### src/rtl/gpio_int_pkg.sv
// gpio_int_pkg: shared defaults and encodings for the GPIO interrupt generator
package gpio_int_pkg;
    localparam int PORT_W_DEF = 16;
    localparam int DB_CNT_DEF = 4;
    localparam int CNT_W = 4;
    localparam logic INT_EDGE = 1'b1;
    localparam logic INT_LEVEL = 1'b0;
endpackage

### src/rtl/gpio_in_filter.sv
// gpio_in_filter: per-pin 2-flop synchroniser with optional debounce (GPIO_DEBOUNCE_EN)
module gpio_in_filter
    import gpio_int_pkg::*;
#(
    parameter int DB_CNT = DB_CNT_DEF
) (
    input  logic clk,
    input  logic rst,
    input  logic din,
    output logic dout
);
    if (DB_CNT < 2 || DB_CNT > 15) begin : g_bad_db_cnt
        $error("DB_CNT out of range 2..15");
    end
    logic [1:0] sync;
    // two-stage synchroniser for the asynchronous pin
    always_ff @(posedge clk) begin
        if (rst) sync <= '0;
        else sync <= {sync[0], din};
    end
`ifdef GPIO_DEBOUNCE_EN
    logic [CNT_W-1:0] cnt;
    logic q;
    // accept a new value only after it differs from the output for DB_CNT cycles
    always_ff @(posedge clk) begin
        if (rst) begin
            cnt <= '0;
            q <= 1'b0;
        end else if (sync[1] == q) begin
            cnt <= '0;
        end else if (cnt == CNT_W'(DB_CNT - 1)) begin
            cnt <= '0;
            q <= sync[1];
        end else begin
            cnt <= cnt + 1'b1;
        end
    end
    assign dout = q;
`else
    assign dout = sync[1];
`endif
endmodule

### src/rtl/gpio_int_gen.sv
// gpio_int_gen: per-pin edge/level interrupt status with W1C clear; GPIO_DEBOUNCE_EN adds input debounce
module gpio_int_gen
    import gpio_int_pkg::*;
#(
    parameter int PORT_W = PORT_W_DEF,
    parameter int DB_CNT = DB_CNT_DEF
) (
    input  logic              clk,
    input  logic              rst,
    input  logic [PORT_W-1:0] portin,
    input  logic [PORT_W-1:0] inten,
    input  logic [PORT_W-1:0] inttype,
    input  logic [PORT_W-1:0] intpol,
    input  logic [PORT_W-1:0] intclr,
    output logic [PORT_W-1:0] datain,
    output logic [PORT_W-1:0] gpioint,
    output logic              combint
);
    logic [PORT_W-1:0] prev, hit, evt, keep, nxt;
    genvar i;
    for (i = 0; i < PORT_W; i++) begin : g_pin
        gpio_in_filter #(.DB_CNT(DB_CNT)) u_filt (
            .clk(clk),
            .rst(rst),
            .din(portin[i]),
            .dout(datain[i])
        );
    end
    // previous pin value for edge detection
    always_ff @(posedge clk) begin
        if (rst) prev <= '0;
        else prev <= datain;
    end
    // events, set-over-clear, and level-mode clear blocking
    always_comb begin
        hit = ~(datain ^ intpol);
        evt = '0;
        keep = '0;
        nxt = '0;
        for (int b = 0; b < PORT_W; b++) begin
            evt[b] = hit[b] && (inttype[b] == INT_LEVEL || prev[b] != datain[b]);
            keep[b] = hit[b] && inttype[b] == INT_LEVEL;
            nxt[b] = (evt[b] && inten[b]) || (gpioint[b] && !(intclr[b] && !keep[b]));
        end
    end
    // registered interrupt status
    always_ff @(posedge clk) begin
        if (rst) gpioint <= '0;
        else gpioint <= nxt;
    end
    assign combint = |gpioint;
endmodule

### config.mk
export PLATFORM = sky130hd
export DESIGN_NAME = gpio_int_gen
export DESIGN_NICKNAME = d
export VERILOG_FILES = /design/src/rtl/gpio_int_pkg.sv /design/src/rtl/gpio_in_filter.sv /design/src/rtl/gpio_int_gen.sv
export SDC_FILE = /design/constraint.sdc
export NUM_CORES = 1
export LEC_CHECK = 0
export CAP_MARGIN = 0
export CORE_ASPECT_RATIO = 2
export CORE_MARGIN = 5
export CORE_UTILIZATION = 37
export CTS_CLUSTER_DIAMETER = 120
export DETAILED_ROUTE_END_ITERATION = 7
export GPL_ROUTABILITY_DRIVEN = 0
export PLACE_DENSITY = 0.88
export RECOVER_POWER = 25
export REMOVE_ABC_BUFFERS = 1
export SLEW_MARGIN = 20
export SYNTH_ARGS = -nofsm -noshare
export SYNTH_HDL_FRONTEND = slang
export SYNTH_SLANG_ARGS = --single-unit
### constraint.sdc
create_clock -name clk -period 0.95 [get_ports clk]
set_clock_uncertainty 0.15 [all_clocks]
set_input_delay 0.19 -clock clk [delete_from_list [all_inputs] [get_ports clk]]
set_output_delay 0.19 -clock clk [all_outputs]
set_load 0.02 [all_outputs]
Word-level counts from Yosys, hierarchy flattened
Index checks and enable logic that the tools add are counted.
- equality and inequality tests: 16
- bitwise gates (word level): 18
- reduce and logical (&&, ||, !) cells: 145
- operators with widths (operator ; count):
    $logic_and A1 B1 Y1 ; 80
    $logic_not A1 Y1 ; 32
    $logic_or A1 B1 Y1 ; 32
    $ne A1 B1 Y1 ; 16
    $not A1 Y1 ; 16
    $not A16 Y16 ; 1
    $reduce_or A16 Y1 ; 1
    $xor A16 B16 Y16 ; 1
- register bits: 64
- input port bits: 82
- output and inout port bits: 33
- logic and storage cells: 197

Logic depth before layout (Yosys ltp)
Gate-level depths: netlist (run 1).
- depth in word-level cells: 8
- gate-level depth with buffers: 4
- mapped depth without buffers: 4

Modules after synthesis
From an unflattened synthesis (run 1), not the netlist that was laid out.
- cells, all modules: 264
- area total of the unflattened synthesis: 2388.5 um^2
- modules (own cells, without submodules) (module ; instances ; cells each ; area each (um^2) ; sequential area each (um^2)):
    gpio_int_gen ; 1 ; 200 ; 1547.7 ; 640.6
    gpio_in_filter ; 16 ; 4 ; 52.6 ; 40.0

Worst setup path after synthesis (run 1)
OpenSTA, ideal clock, no wires.
- path type: reg2out
- from: register gpioint[5]
- to: output port combint
- arrival: 904 ps
- required time: 610 ps
- setup slack: -294 ps
- stages on the path, launching flop included: 3
- buffers on the path: 0
- path through: dfxtp_1 nor4_1 nand4_1
- cells in the longest elaborated chain, start to end: 1
- ends and longest elaborated chain (element ; RTL line ; text):
    start: declaration ; gpio_int_gen.sv:16 ; output logic [PORT_W-1:0] gpioint,
    start signal: assignment ; gpio_int_gen.sv:49 ; else gpioint <= nxt;
    $reduce_or A16 Y1 ; gpio_int_gen.sv:51 ; assign combint = |gpioint;
    end: declaration ; gpio_int_gen.sv:17 ; output logic combint
No other way between the ends.

Final worst setup path (run 1)
- from: register gpioint[6]
- to: output port combint
Same word-level chain as after synthesis.

==> results of run 1 <==
cells in the mapped netlist (all sizes together):
| master | instances | area [µm²] |
|---|---|---|
| nor2b | 64 | 405 |
| o21ai | 32 | 160 |
| nand4 | 1 | 6.26 |
| dfxtp | 64 | 1280 |
| xor2 | 16 | 140 |
| nor4 | 4 | 25.0 |
| nand2 | 32 | 120 |
| buf | 23 | 155 |
| a21oi | 32 | 160 |
| nor3 | 16 | 80.1 |
final timing paths:
path	startpoint	endpoint	cells after the start
setup / recovery	gpioint[6]	combint	4
hold / removal	rst	gpioint[12]	3
setup reg to reg	g_pin[7].u_filt.sync[1]	gpioint[7]	5
hold reg to reg	g_pin[9].u_filt.sync[0]	g_pin[9].u_filt.sync[1]	1
tightest hold or removal path, delay by kind of cell:
kind	cells	cell delay [ns]
buffers and inverters	2	0.27
AO/OA/AOI/OAI	1	0.05
cell type report:
cell class,instances,area [µm²]
clock inverters,3,17.5
multi-input cells,197,1220
clock buffers,13,250
flip-flops and latches,64,1330
fillers,523,2080
repair buffers,161,1670
well taps,88,110
layer usage:
layer	part of all wire [%]	GRT usage, %	wire [µm]
met5	0	0	0
met2	59	35.0	4470
met1	31	15.5	2370
met4	2.9	7.97	218
met3	6.1	5.36	459
flip-flops by register name, summed over array words and instances (netlist names):
| register | count |
|---|---|
| g_pin.u_filt.sync | 32 |
| gpioint | 16 |
| prev | 16 |
cell families after synthesis:
family          Yosys count  synth area share [%]
compound gates           64                  12.6
xor+xnor                 16                  5.53
buf+inv                  23                  6.12
flops                    64                  50.6
simple gates            117                  25.1
through the flow:
stage / cells / setup WS (ns) / util (%)
detailed placement: 507 / -0.820 / 59.8
finish: 526 / -0.715 / 68.8
floorplan: 261 / -0.294 / -
CTS: 523 / -0.728 / 67.1
global route: 526 / -0.782 / 68.8
global placement: 507 / -0.785 / 59.8
where the power goes:
part	leakage, nW	switching, mW	internal, mW
sequential	0.539	0.0761	2.82
clock	0.130	1.08	1.83
combinational	1.19	0.466	0.759
total	1.86	1.62	5.40
repair_timing:
| action | 4_1_cts | 5_1_grt |
|---|---|---|
| endpoints found under the setup margin | 49 | 49 |
| gates cloned | 0 | 0 |
| setup buffers | 4 | 6 |
| hold buffers | 0 | 0 |
| pin swaps | 12 | 14 |
| gates resized for setup | 267 | 34 |
==> impl_metrics.toml, run 1 <==
[layout]
final_nets = 515
final_cell_mix = "clkdlybuf4s50_1, buf_6, nor2b_1"
design_area_mm2 = 0.00459
num_antenna_cells = 0
drive_above_1_share_pct = 35.4
area_growth_pct = 81.3
final_common_cell = "clkdlybuf4s50_1"

[die]
core-area_mm2 = 0.00667
ios = 115
die_width_um = 68.5
core.rowCount = 42
die-area_mm2 = 0.00870
die_h_um = 127
start_util_pct = 38.0

[timing]
setup_viol = 49
setup-tns-final_ns = -10.38
report.final.hold_viol_count = 0
drv_slew = 0
slew_headroom_pct = 78.7
tightestPinTransition_ns = 0.317
holdWs_ns = 0.0889
post-route-period-util_pct = 175
rsz0062_at_grt = "true"
max_freq_ghz = 0.601
setup_slack_ns = -0.715
period_minus_slack_ns = 1.67

[worst_setup_path]
crit_chain = "nor4_4, buf_4, nand4_1, buf_6"
end_kind = "primary output"
cp_slowest_cell = "dfxtp_2"
criticalPathCategory = "reg2out"
required_ns = 0.61
regToRegSetupSlack_ns = -0.25
cp.buffers_inverters = 2
crit_path_start_kind = "flop"
cp_max_fo = 2
path_delay_family = "simple AND/OR/NAND/NOR gates"
worst_ep_arrival_time_ns = 1.33
crit_path_max_incr_delay_ns = 0.33

[routing]
num_vias = 2493
wire_per_inst_um = 14.3
viasPerCell = 4.74
drt_iter0_markers = 78
final_antenna_net_count = 0
drc = 0
drt_wl_total_um = 7520
detail_route.first_pass.iterations = 4

[pwr]
p_per_area_mw_per_mm2 = 1530
vdd_ir_drop_max_v = 0.00126
p_total_mw = 7.02
p_leak_nw = 1.86

[placement]
placed_area_mm2 = 0.00399
post-dp-hpwl_um = 5800
numPortBuffers = 114

[status]
failed_checks = "setup timing"
status = "finished, violations left"

[yosys]
syn_area_mm2 = 0.00253
ys_warn_count = 0
syn-instance-count = 284
avgSynthCellArea_um2 = 8.92
yosysSeqAreaShare_pct = 50.6
synth_seq_cells = 64
ys_types = 13

[global_routing]
grt_pass1_vias = 2664
grt_pass1_wl_um = 11600
grt_max_degree = 22
grtUsageTotal_pct = 18.0
grt_overflow = 0
antenna_found_initial = 0

[cts]
cts_tree = "built"
clkTransAtPathRegs_ns = 0.05
cts_buffers = 9
clock_latency_ns = 0.32
htree_levels = 3
cts_buffer_depth = 2
cts-root-buf = "clkbuf_16"
cts.sinks = 64

[hold_path]
hold_path_class = "in2reg"

[job]
maxCapViolations = 0
Power figures use the tool's default switching activity.
==> run 2: changes to the inputs <==
--- a/config.mk
+++ b/config.mk
@@ -9,7 +9,6 @@
 export CORE_ASPECT_RATIO = 2
 export CORE_MARGIN = 5
 export CORE_UTILIZATION = 37
-export CTS_CLUSTER_DIAMETER = 120
 export DETAILED_ROUTE_END_ITERATION = 7
 export GPL_ROUTABILITY_DRIVEN = 0
 export PLACE_DENSITY = 0.88
==> results of run 2 <==
The final DEF is identical to that of run 1; final timing and power are the same.
